<file path="src/rtl/t_ff_counter_pkg.sv">
// -----------------------------------------------------------------------------
// t_ff_counter_pkg
// Shared definitions for the T flip-flop mod-N counter:
//   - direction encodings for the up_dn input (DIR_UP / DIR_DN)
//   - default WIDTH / MODULUS values
//   - params_legal(): elaboration-time legality check for WIDTH / MODULUS
// -----------------------------------------------------------------------------
package t_ff_counter_pkg;

    // Direction encodings for up_dn
    localparam logic DIR_UP = 1'b1;
    localparam logic DIR_DN = 1'b0;

    // Default geometry
    localparam int DEF_WIDTH   = 32'sd4;
    localparam int DEF_MODULUS = 32'sd16;

    // WIDTH must lie in 2..16 and MODULUS in 2..2**WIDTH
    function automatic bit params_legal(input int width, input int modulus);
        bit ok;
        ok = 1'b0;
        if ((width >= 32'sd2) && (width <= 32'sd16)) begin
            ok = (modulus >= 32'sd2) && (modulus <= (32'sd1 <<< width));
        end else begin
            ok = 1'b0;
        end
        return ok;
    endfunction

endpackage

</file>
<file path="src/rtl/t_ff_counter_if.sv">
// -----------------------------------------------------------------------------
// t_ff_counter_if
// Control/status bundle of the T flip-flop counter.
//   master : drives en, up_dn, load, load_val; observes count, count_b, tc, wrap
//   slave  : the counter itself (opposite directions)
// Parameter WIDTH must match the counter it is connected to.
// -----------------------------------------------------------------------------
interface t_ff_counter_if
    import t_ff_counter_pkg::*;
#(
    parameter int WIDTH = DEF_WIDTH
);
    logic             en;        // count enable
    logic             up_dn;     // 1 = up, 0 = down
    logic             load;      // synchronous parallel load strobe
    logic [WIDTH-1:0] load_val;  // value to load (clamped by the counter)
    logic [WIDTH-1:0] count;     // current count
    logic [WIDTH-1:0] count_b;   // bitwise complement of count
    logic             tc;        // terminal count (combinational)
    logic             wrap;      // registered one-cycle wrap pulse

    modport master (
        output en, up_dn, load, load_val,
        input  count, count_b, tc, wrap
    );

    modport slave (
        input  en, up_dn, load, load_val,
        output count, count_b, tc, wrap
    );
endinterface

</file>
<file path="src/rtl/t_ff_cell.sv">
// -----------------------------------------------------------------------------
// t_ff_cell
// Single T flip-flop: Q toggles on a rising clk edge when T=1, otherwise holds.
// Ports:
//   clk   in  rising-edge clock
//   rst_n in  asynchronous active-low reset (Q=0, Qb=1)
//   T     in  toggle enable
//   Q     out stored bit
//   Qb    out complement of Q, derived from the same flop so it never skews
// -----------------------------------------------------------------------------
module t_ff_cell (
    input  logic clk,
    input  logic rst_n,
    input  logic T,
    output logic Q,
    output logic Qb
);
    logic r_q;

    // Toggle storage with asynchronous clear
    always_ff @(posedge clk or negedge rst_n) begin
        if (!rst_n) begin
            r_q <= 1'b0;
        end else if (T) begin
            r_q <= ~r_q;
        end else begin
            r_q <= r_q;
        end
    end

    assign Q  = r_q;
    assign Qb = ~r_q;

endmodule

</file>
<file path="src/rtl/t_ff_counter.sv">
// -----------------------------------------------------------------------------
// t_ff_counter
// Synchronous mod-MODULUS up/down counter built from WIDTH T flip-flop cells.
// The next count is computed here, then turned into a per-bit toggle vector
// (count XOR next); the cells only ever see toggle enables, never a D value.
//
// Parameters:
//   WIDTH   counter width, 2..16
//   MODULUS count range 0..MODULUS-1, 2..2**WIDTH
// Ports:
//   clk   in  rising-edge clock
//   rst_n in  asynchronous active-low reset (count=0, count_b=all ones, wrap=0)
//   bus   t_ff_counter_if.slave:
//         en, up_dn, load, load_val in; count, count_b, tc, wrap out
//
// Build option:
//   T_FF_COUNTER_SATURATE_EN  when defined the counter stops at MODULUS-1
//                             (up) / 0 (down) instead of wrapping; tc still
//                             flags those points and wrap stays 0.
// -----------------------------------------------------------------------------
module t_ff_counter
    import t_ff_counter_pkg::*;
#(
    parameter int WIDTH   = DEF_WIDTH,
    parameter int MODULUS = DEF_MODULUS
) (
    input  logic          clk,
    input  logic          rst_n,
    t_ff_counter_if.slave bus
);
    localparam logic [WIDTH-1:0] ZERO    = {WIDTH{1'b0}};
    localparam logic [WIDTH-1:0] ONE     = {{(WIDTH-1){1'b0}}, 1'b1};
    localparam logic [WIDTH-1:0] MAX_VAL = WIDTH'(MODULUS - 32'sd1);
    // MODULUS may equal 2**WIDTH, so the load clamp compares one bit wider
    localparam logic [WIDTH:0]   MOD_EXT = (WIDTH + 1)'(MODULUS);
    // A power-of-two modulus wraps for free in WIDTH-bit arithmetic
    localparam bit               POW2    = (MODULUS == (32'sd1 <<< WIDTH));

    if (!params_legal(WIDTH, MODULUS)) begin : g_bad_params
        $error("t_ff_counter: WIDTH/MODULUS out of legal range");
    end

`ifdef T_FF_COUNTER_SATURATE_EN
    localparam logic [WIDTH-1:0] UP_TERM_NEXT = MAX_VAL;
    localparam logic [WIDTH-1:0] DN_TERM_NEXT = ZERO;
`else
    localparam logic [WIDTH-1:0] UP_TERM_NEXT = ZERO;
    localparam logic [WIDTH-1:0] DN_TERM_NEXT = MAX_VAL;
`endif

    logic [WIDTH-1:0] w_q;
    logic [WIDTH-1:0] w_qb;
    logic [WIDTH-1:0] w_next;
    logic [WIDTH-1:0] w_toggle;
    logic             w_up;
    logic             w_at_max;
    logic             w_at_zero;
    logic             w_load_over;
    logic             w_tc;
    logic             w_wrap_d;
    logic             r_wrap;

    assign w_up        = (bus.up_dn == DIR_UP);
    assign w_at_max    = (w_q == MAX_VAL);
    assign w_at_zero   = (w_q == ZERO);
    assign w_load_over = ({1'b0, bus.load_val} >= MOD_EXT);

    assign w_tc = bus.en & ~bus.load &
                  ((w_up & w_at_max) | (~w_up & w_at_zero));

    // Next-count selection: load beats enable, enable steps in up_dn direction
    always_comb begin
        w_next = w_q;
        if (bus.load) begin
            if (w_load_over) begin
                w_next = MAX_VAL;
            end else begin
                w_next = bus.load_val;
            end
        end else if (bus.en) begin
            if (w_up) begin
                if (w_at_max && !POW2) begin
                    w_next = UP_TERM_NEXT;
                end else if (w_at_max) begin
                    w_next = UP_TERM_NEXT;
                end else begin
                    w_next = w_q + ONE;
                end
            end else begin
                if (w_at_zero) begin
                    w_next = DN_TERM_NEXT;
                end else begin
                    w_next = w_q - ONE;
                end
            end
        end else begin
            w_next = w_q;
        end
    end

    // Only the bits that differ between now and next get toggled
    assign w_toggle = w_q ^ w_next;

    for (genvar gi = 0; gi < WIDTH; gi++) begin : g_cell
        t_ff_cell u_cell (
            .clk   (clk),
            .rst_n (rst_n),
            .T     (w_toggle[gi]),
            .Q     (w_q[gi]),
            .Qb    (w_qb[gi])
        );
    end

`ifdef T_FF_COUNTER_SATURATE_EN
    assign w_wrap_d = 1'b0;
`else
    // tc already excludes load cycles, so a load can never raise wrap
    assign w_wrap_d = w_tc;
`endif

    // Wrap pulse: high for the one cycle following a terminal-count step
    always_ff @(posedge clk or negedge rst_n) begin
        if (!rst_n) begin
            r_wrap <= 1'b0;
        end else begin
            r_wrap <= w_wrap_d;
        end
    end

    assign bus.count   = w_q;
    assign bus.count_b = w_qb;
    assign bus.tc      = w_tc;
    assign bus.wrap    = r_wrap;

endmodule

</file>
<file path="src/flat_wrapper.sv">
// flat-port wrapper written by rule: the top's interface ports become plain ports
module t_ff_counter_flat import t_ff_counter_pkg::*;
#(
    parameter int WIDTH   = DEF_WIDTH,
    parameter int MODULUS = DEF_MODULUS
)
  (clk, rst_n, bus_en, bus_up_dn, bus_load, bus_load_val, bus_count, bus_count_b, bus_tc, bus_wrap);
  t_ff_counter_if #(.WIDTH(WIDTH)) bus_i ();
  input  logic clk;
  input  logic rst_n;
  input wire logic [$bits(bus_i.en)-1:0] bus_en;
  input wire logic [$bits(bus_i.up_dn)-1:0] bus_up_dn;
  input wire logic [$bits(bus_i.load)-1:0] bus_load;
  input wire logic [$bits(bus_i.load_val)-1:0] bus_load_val;
  output wire logic [$bits(bus_i.count)-1:0] bus_count;
  output wire logic [$bits(bus_i.count_b)-1:0] bus_count_b;
  output wire logic [$bits(bus_i.tc)-1:0] bus_tc;
  output wire logic [$bits(bus_i.wrap)-1:0] bus_wrap;
  assign bus_i.en = bus_en;
  assign bus_i.up_dn = bus_up_dn;
  assign bus_i.load = bus_load;
  assign bus_i.load_val = bus_load_val;
  assign bus_count = bus_i.count;
  assign bus_count_b = bus_i.count_b;
  assign bus_tc = bus_i.tc;
  assign bus_wrap = bus_i.wrap;
  t_ff_counter #(.WIDTH(WIDTH), .MODULUS(MODULUS)) u_core (.clk(clk), .rst_n(rst_n), .bus(bus_i));
endmodule
</file>
<file path="config.mk">
export PLATFORM = sky130hd
export DESIGN_NAME = t_ff_counter_flat
export DESIGN_NICKNAME = d
export VERILOG_FILES = /design/src/rtl/t_ff_counter_pkg.sv /design/src/rtl/t_ff_counter_if.sv /design/src/rtl/t_ff_cell.sv /design/src/rtl/t_ff_counter.sv /design/src/flat_wrapper.sv
export SDC_FILE = /design/constraint.sdc
export NUM_CORES = 1
export LEC_CHECK = 0
export BUFFER_PORTS_ARGS = -buffer_cell sky130_fd_sc_hd__buf_2
export CAP_MARGIN = 20
export CORE_UTILIZATION = 30
export CTS_CLUSTER_SIZE = 25
export DETAILED_ROUTE_END_ITERATION = 8
export SYNTH_ARGS = -nofsm -noshare
export SYNTH_HDL_FRONTEND = slang
export SYNTH_SLANG_ARGS = --single-unit
</file>
<file path="constraint.sdc">
create_clock -name clk -period 2.7 [get_ports clk]
set_clock_uncertainty 0.2 [all_clocks]
set_input_delay 0.405 -clock clk [delete_from_list [all_inputs] [get_ports clk]]
set_output_delay 0.405 -clock clk [all_outputs]
set_load 0.02 [all_outputs]
</file>
==> impl_metrics.json, run 1 <==
{
  "antennaDiodeCount": 0,
  "ys_top_cells_by_area": "dfrtp_1, buf_4, o21ai_0",
  "fp.dieH_um": 40.3,
  "ys_seq_elements": 5,
  "syn_avg_cell_area_sq_um": 8.61,
  "dp_slack_ps": 476,
  "hold_class": "in -> reg",
  "cts.sinks": 5,
  "drcViolationCount": 0,
  "leakage_nw": 0.265,
  "netlist_instances": 51,
  "status": "completed",
  "area_growth_pct": 16.8,
  "gp_congestion": 0.716,
  "yosysSeqAreaShare_pct": 28.5,
  "fin_ws_ps": 241,
  "path_class": "reg -> out",
  "cts-resized-gates": 0,
  "grt_pass1_wl_mm": 1.39,
  "detail_route.vias_per_cell": 4.58,
  "fp.dieW_um": 40.3,
  "synth_cell_types": 22,
  "hpwl_um": 632,
  "setup.worst_path.end_class": "output port",
  "critPathLaunchType": "register",
  "routed_wl_um": 854,
  "path_cells": "inv_1, ha_1, or3b_1, o21ai_0, and3_1, buf_2",
  "finalCritPeriodShare_pct": 91.1,
  "slowest_stage": "dfrtp_1",
  "finalCriticalPeriod_ps": 2460,
  "drt_iter0_markers": 5,
  "finalNonFillerCells": 80,
  "cp_max_fo": 10,
  "cts_buffer_depth": 2,
  "drive_gt1_share_pct": 38.5,
  "arrival_ps": 1850,
  "hold_slack_ps": 179,
  "layout.nets": 77,
  "synthesis.nets": 62,
  "synth_edf_count": 0,
  "maxSlewViolCount": 0,
  "placed_cells": 75,
  "io_pins": 19,
  "grt_start_max_net_pins": 11,
  "port_buffers": 18,
  "track_usage_pct": 14.1,
  "ant_nets": 0,
  "finalSetupTns_ps": 0,
  "drt_first_pass_iters": 4,
  "clock.fmax_mhz": 407,
  "cts-root-buf": "clkbuf_4",
  "grt_pass1_vias": 325,
  "overflow": 0,
  "hold_violations": 0,
  "tightest_slew_ps": 301,
  "rsz0062_at_grt": "no",
  "cap_violations": 0,
  "slew_headroom_pct": 79.9,
  "setup_viol": 0,
  "wire_per_inst_um": 10.7,
  "rows": 13,
  "postSynth.asyncResetShare_pct": 100,
  "antenna_found_initial": 0,
  "synth_top_cell_area_share_pct": 28.5,
  "core_area_sq_um": 1330,
  "cpPeakStageDelay_ps": 470,
  "peakVddDrop_v": 0.000254,
  "powerDensity_nw_per_um2": 560,
  "cts_buffers": 3,
  "htree_levels": 1,
  "synth_top_area_cell": "dfrtp_1",
  "initial_core_util_pct": 32.9,
  "cts.clk_slew.worst_paths_ps": 40,
  "die-area_sq_um": 1620,
  "yosys_warnings": 0,
  "required_ps": 2100,
  "netlist_area_sq_um": 439,
  "yosys_most_used_dff": "dfrtp_1",
  "vias": 366,
  "clock_latency_ps": 240,
  "cts_tree": "done"
}
## Yosys cell counts, types with 2 or more instances
master,number
ha_1,2
dfrtp_1,5
inv_1,5
a21oi_1,3
xnor2_1,2
o21ai_0,6
nand2_1,5
and3_1,2
buf_4,8
## cell families after synthesis
logic type / share of synthesized area [%]
AOI/OAI and AO/OA: 23.6
xor gates and xnor gates: 3.99
adders and majority gates: 5.70
buffers and inverters: 20.5
DFF: 28.5
muxes: 4.84
and+or+nand+nor: 12.8
## through the flow
step / util (%) / instance area, sq um / total power [mW]
6_report: 38.5 / 513 / 0.287
5_1_grt: 38.5 / 513 / 0.315
4_1_cts: 38.5 / 513 / 0.291
3_5_place_dp: 35.7 / 477 / 0.204
3_3_place_gp: 35.7 / 477 / 0.204
2_1_floorplan: - / 439 / 0.193
## critical path: cells and delay by family (launching register included)
family	cells	cell delay [ps]
compound gates	1	140
fa+ha+maj	1	170
buf+inv	2	280
flops	1	470
simple gates	2	550
## path summary, 6_finish.rpt
check	from	endpoint	slack [ps]	cells past startpoint
max	u_core.g_cell[0].u_cell.Q	bus_tc	240	6
min	bus_load_val[1]	u_core.g_cell[1].u_cell.Q	180	3
min in group asynchronous	rst_n	u_core.bus.wrap	340	2
min reg2reg	u_core.g_cell[0].u_cell.Q	u_core.g_cell[0].u_cell.Q	590	2
max reg2reg	u_core.g_cell[0].u_cell.Q	u_core.g_cell[0].u_cell.Q	930	6
max in group asynchronous	rst_n	u_core.g_cell[1].u_cell.Q	1820	2
## state kept, by name (all words and copies together), names as in the netlist
| register | flops |
|---|---|
| u_core.g_cell.u_cell.Q | 4 |
| u_core.bus.wrap | 1 |
## final cells by class
type,count,area (sq um)
Inverter,5,18.8
Sequential cell,5,125
Tap cell,15,18.8
Clock buffer,4,26.3
Timing Repair Buffer,19,100
Multi-Input combinational cell,32,224
Fill cell,151,821
## cell usage in the layout (no fill, tap or decap)
cell,instances
a311o_1,1
o22ai_1,1
nor2_1,1
mux2i_1,1
o21ai_0,6
mux2_2,1
or3b_1,1
xnor2_1,2
or3_1,1
nand4_1,1
clkbuf_4,3
dlygate4sd3_1,1
inv_1,5
a21bo_2,1
buf_2,18
nand2_1,5
o21ai_1,1
a41oi_2,1
ha_1,2
dfrtp_1,5
a21oi_1,3
and3_1,2
o21bai_2,1
clkbuf_1,1
## timing repair
action | in CTS | in global routing
endpoints found under the hold margin | 5 | 0
hold buffers | 1 | 0
buffers inserted | 0 | 0
endpoints found under the setup margin | 0 | 0
## where the power goes
part / internal (mW) / switching (mW) / leakage, nW
clock network: 0.0557 / 0.0275 / 0.0150
registers: 0.0834 / 0.0169 / 0.0610
logic: 0.0453 / 0.0583 / 0.189
## metal layers
metal	global-route usage, %	wire length [um]	vias up
met5	0	0	-
met4	7.50	0	0
met3	6.67	41	0
met2	21.0	420	12
met1	16.8	392	157
li1	-	-	197
Power figures use the tool's default switching activity.
==> run 2, diff against run 1 <==
==> constraint.sdc (replaced) <==
create_clock -name clk -period 2.7 [get_ports clk]
set_clock_uncertainty 0.2 [all_clocks]
set_input_delay 0.405 -clock clk [delete_from_list [all_inputs] [get_ports clk]]
set_output_delay 0.405 -clock clk [all_outputs]
set_load 0.005 [all_outputs]
==> run 2 against run 1 <==
- fmax grew 1.6%
- die area stayed put
- total power decreased by 5.7%
- combinational power fell by 19%
- clock power is 4.1% higher
- setup slack improved by 40 ps
- cell area did not move
- first-iteration DRC count decreased by 20%
- count of clock-buffer cells in the layout did not move
- critical path depth is the same
- largest cell class unchanged
==> impl_metrics.json, run 2 (synthesis results as in run 1) <==
{
  "status": "completed",
  "hold_violations": 0,
  "die-area_sq_um": 1620,
  "path_depth": 6,
  "cts.clk_slew.worst_paths_ps": 40,
  "routed_wl_um": 866,
  "slowest_stage": "dfrtp_1",
  "initial_core_util_pct": 32.9,
  "path_cells": "inv_1, ha_1, or3b_1, o21ai_0, and3_1, buf_2",
  "crit_family": "simple AND/OR/NAND/NOR gates",
  "antennaDiodeCount": 0,
  "setup.worst_path.end_class": "output port",
  "rsz0062_at_grt": "no",
  "hpwl_um": 651,
  "fin_util_pct": 38.5,
  "grt_pass1_wl_mm": 1.27,
  "path_class": "reg -> out",
  "r2r_start": "u_core.g_cell[0].u_cell.Q",
  "cts.sinks": 5,
  "port_buffers": 18,
  "gp_congestion": 0.680,
  "cts_tree": "done",
  "tightest_slew_ps": 294,
  "final_common_cell": "buf_2",
  "track_usage_pct": 12.2,
  "fill_cells": 148,
  "setup_viol": 0,
  "cts-resized-gates": 0,
  "clock_latency_ps": 240,
  "fp.dieH_um": 40.3,
  "slew_headroom_pct": 80.4,
  "overflow": 0,
  "drive_gt1_share_pct": 38.5,
  "clock.fmax_mhz": 413,
  "finalSetupTns_ps": 0,
  "vias": 369,
  "htree_levels": 1,
  "critPathBufInv": 2,
  "peakVddDrop_v": 0.000191,
  "r2r_cells": 6,
  "largest_reg_flops": 4,
  "crit_end": "bus_tc",
  "hold_class": "in -> reg",
  "finalCritPeriodShare_pct": 89.6,
  "antenna_found_initial": 0,
  "cts_buffers": 3,
  "wire_per_inst_um": 10.8,
  "layout_common_cells": "buf_2, o21ai_0, inv_1, nand2_1, dfrtp_1",
  "cp_max_fo": 10,
  "core_area_sq_um": 1330,
  "reg2reg_slack_ps": 930,
  "cts_buffer_depth": 2,
  "post_cts.repair.setup_buffers": 0,
  "layout.nets": 77,
  "rows": 13,
  "dp_slack_ps": 528,
  "fin_ws_ps": 281,
  "drt_first_pass_iters": 2,
  "leakage_nw": 0.265,
  "cts-root-buf": "clkbuf_4",
  "cap_violations": 0,
  "detail_route.vias_per_cell": 4.61,
  "maxSlewViolCount": 0,
  "drt_iter0_markers": 4,
  "fp.dieW_um": 40.3,
  "rr_endpoint": "u_core.g_cell[0].u_cell.Q",
  "powerDensity_nw_per_um2": 528,
  "area_growth_pct": 16.8,
  "grt_start_max_net_pins": 11,
  "grt_pass1_vias": 319,
  "arrival_ps": 1810,
  "finalCriticalPeriod_ps": 2420,
  "required_ps": 2100,
  "crit_start": "u_core.g_cell[0].u_cell.Q",
  "drcViolationCount": 0,
  "critPathLaunchType": "register",
  "ant_nets": 0,
  "io_pins": 19,
  "cpPeakStageDelay_ps": 470
}
run 2: cell counts in the layout (fill, tap and decap cells not counted):
No cell type changed its count.
run 2: cell type report:
class,count,area (sq um),area share [%]
multi-input cells,32,224,43.7
flip-flops and latches,5,125,24.4
inverters,5,18.8,3.66
well taps,15,18.8,3.66
clock buffers,4,26.3,5.12
repair buffers,19,100,19.5
run 2: how the worst min path moves through the flow:
stage / cells after the start / start / to / slack (ps)
2_1_floorplan: 0 / rst_n / u_core.bus.wrap / -90
3_3_place_gp: 1 / rst_n / u_core.g_cell[3].u_cell.Q / 20
3_5_place_dp: 1 / rst_n / u_core.bus.wrap / 30
4_1_cts: 3 / bus_load_val[2] / u_core.g_cell[2].u_cell.Q / 170
5_1_grt: 3 / bus_load_val[2] / u_core.g_cell[2].u_cell.Q / 180
6_report: 3 / bus_load_val[2] / u_core.g_cell[2].u_cell.Q / 180
run 2: tightest hold or removal path: stages:
cell and delay (ps):
buf_2 80, nand2_1 40, o21ai_0 50
run 2: metrics by stage:
step	cells	power, mW	instance area (sq um)	hold slack (ps)
6_report	80	0.271	513	175
5_1_grt	80	0.293	513	178
3_3_place_gp	75	0.184	477	22.7
2_1_floorplan	51	0.173	439	-90.6
4_1_cts	80	0.275	513	170
3_5_place_dp	75	0.184	477	26.2
run 2: layer usage:
| layer | GRT usage [%] | part of all wire, % | vias up |
|---|---|---|---|
| met5 | 0 | 0 | - |
| met3 | 1.67 | 5.3 | 0 |
| met1 | 14.1 | 48 | 162 |
| met2 | 19.8 | 47 | 10 |
| li1 | - | - | 197 |
| met4 | 10.0 | 0 | 0 |
run 2: what timing repair did:
| item | in CTS | in global routing |
|---|---|---|
| endpoints found under the setup margin | 0 | 0 |
| endpoints found under the hold margin | 5 | 0 |
| hold buffers | 1 | 0 |
run 2: where the power goes:
| group | internal (mW) | leakage (nW) | switching, mW |
|---|---|---|---|
| registers | 0.0833 | 0.0610 | 0.0167 |
| clock network | 0.0559 | 0.0150 | 0.0307 |
| logic | 0.0448 | 0.189 | 0.0393 |
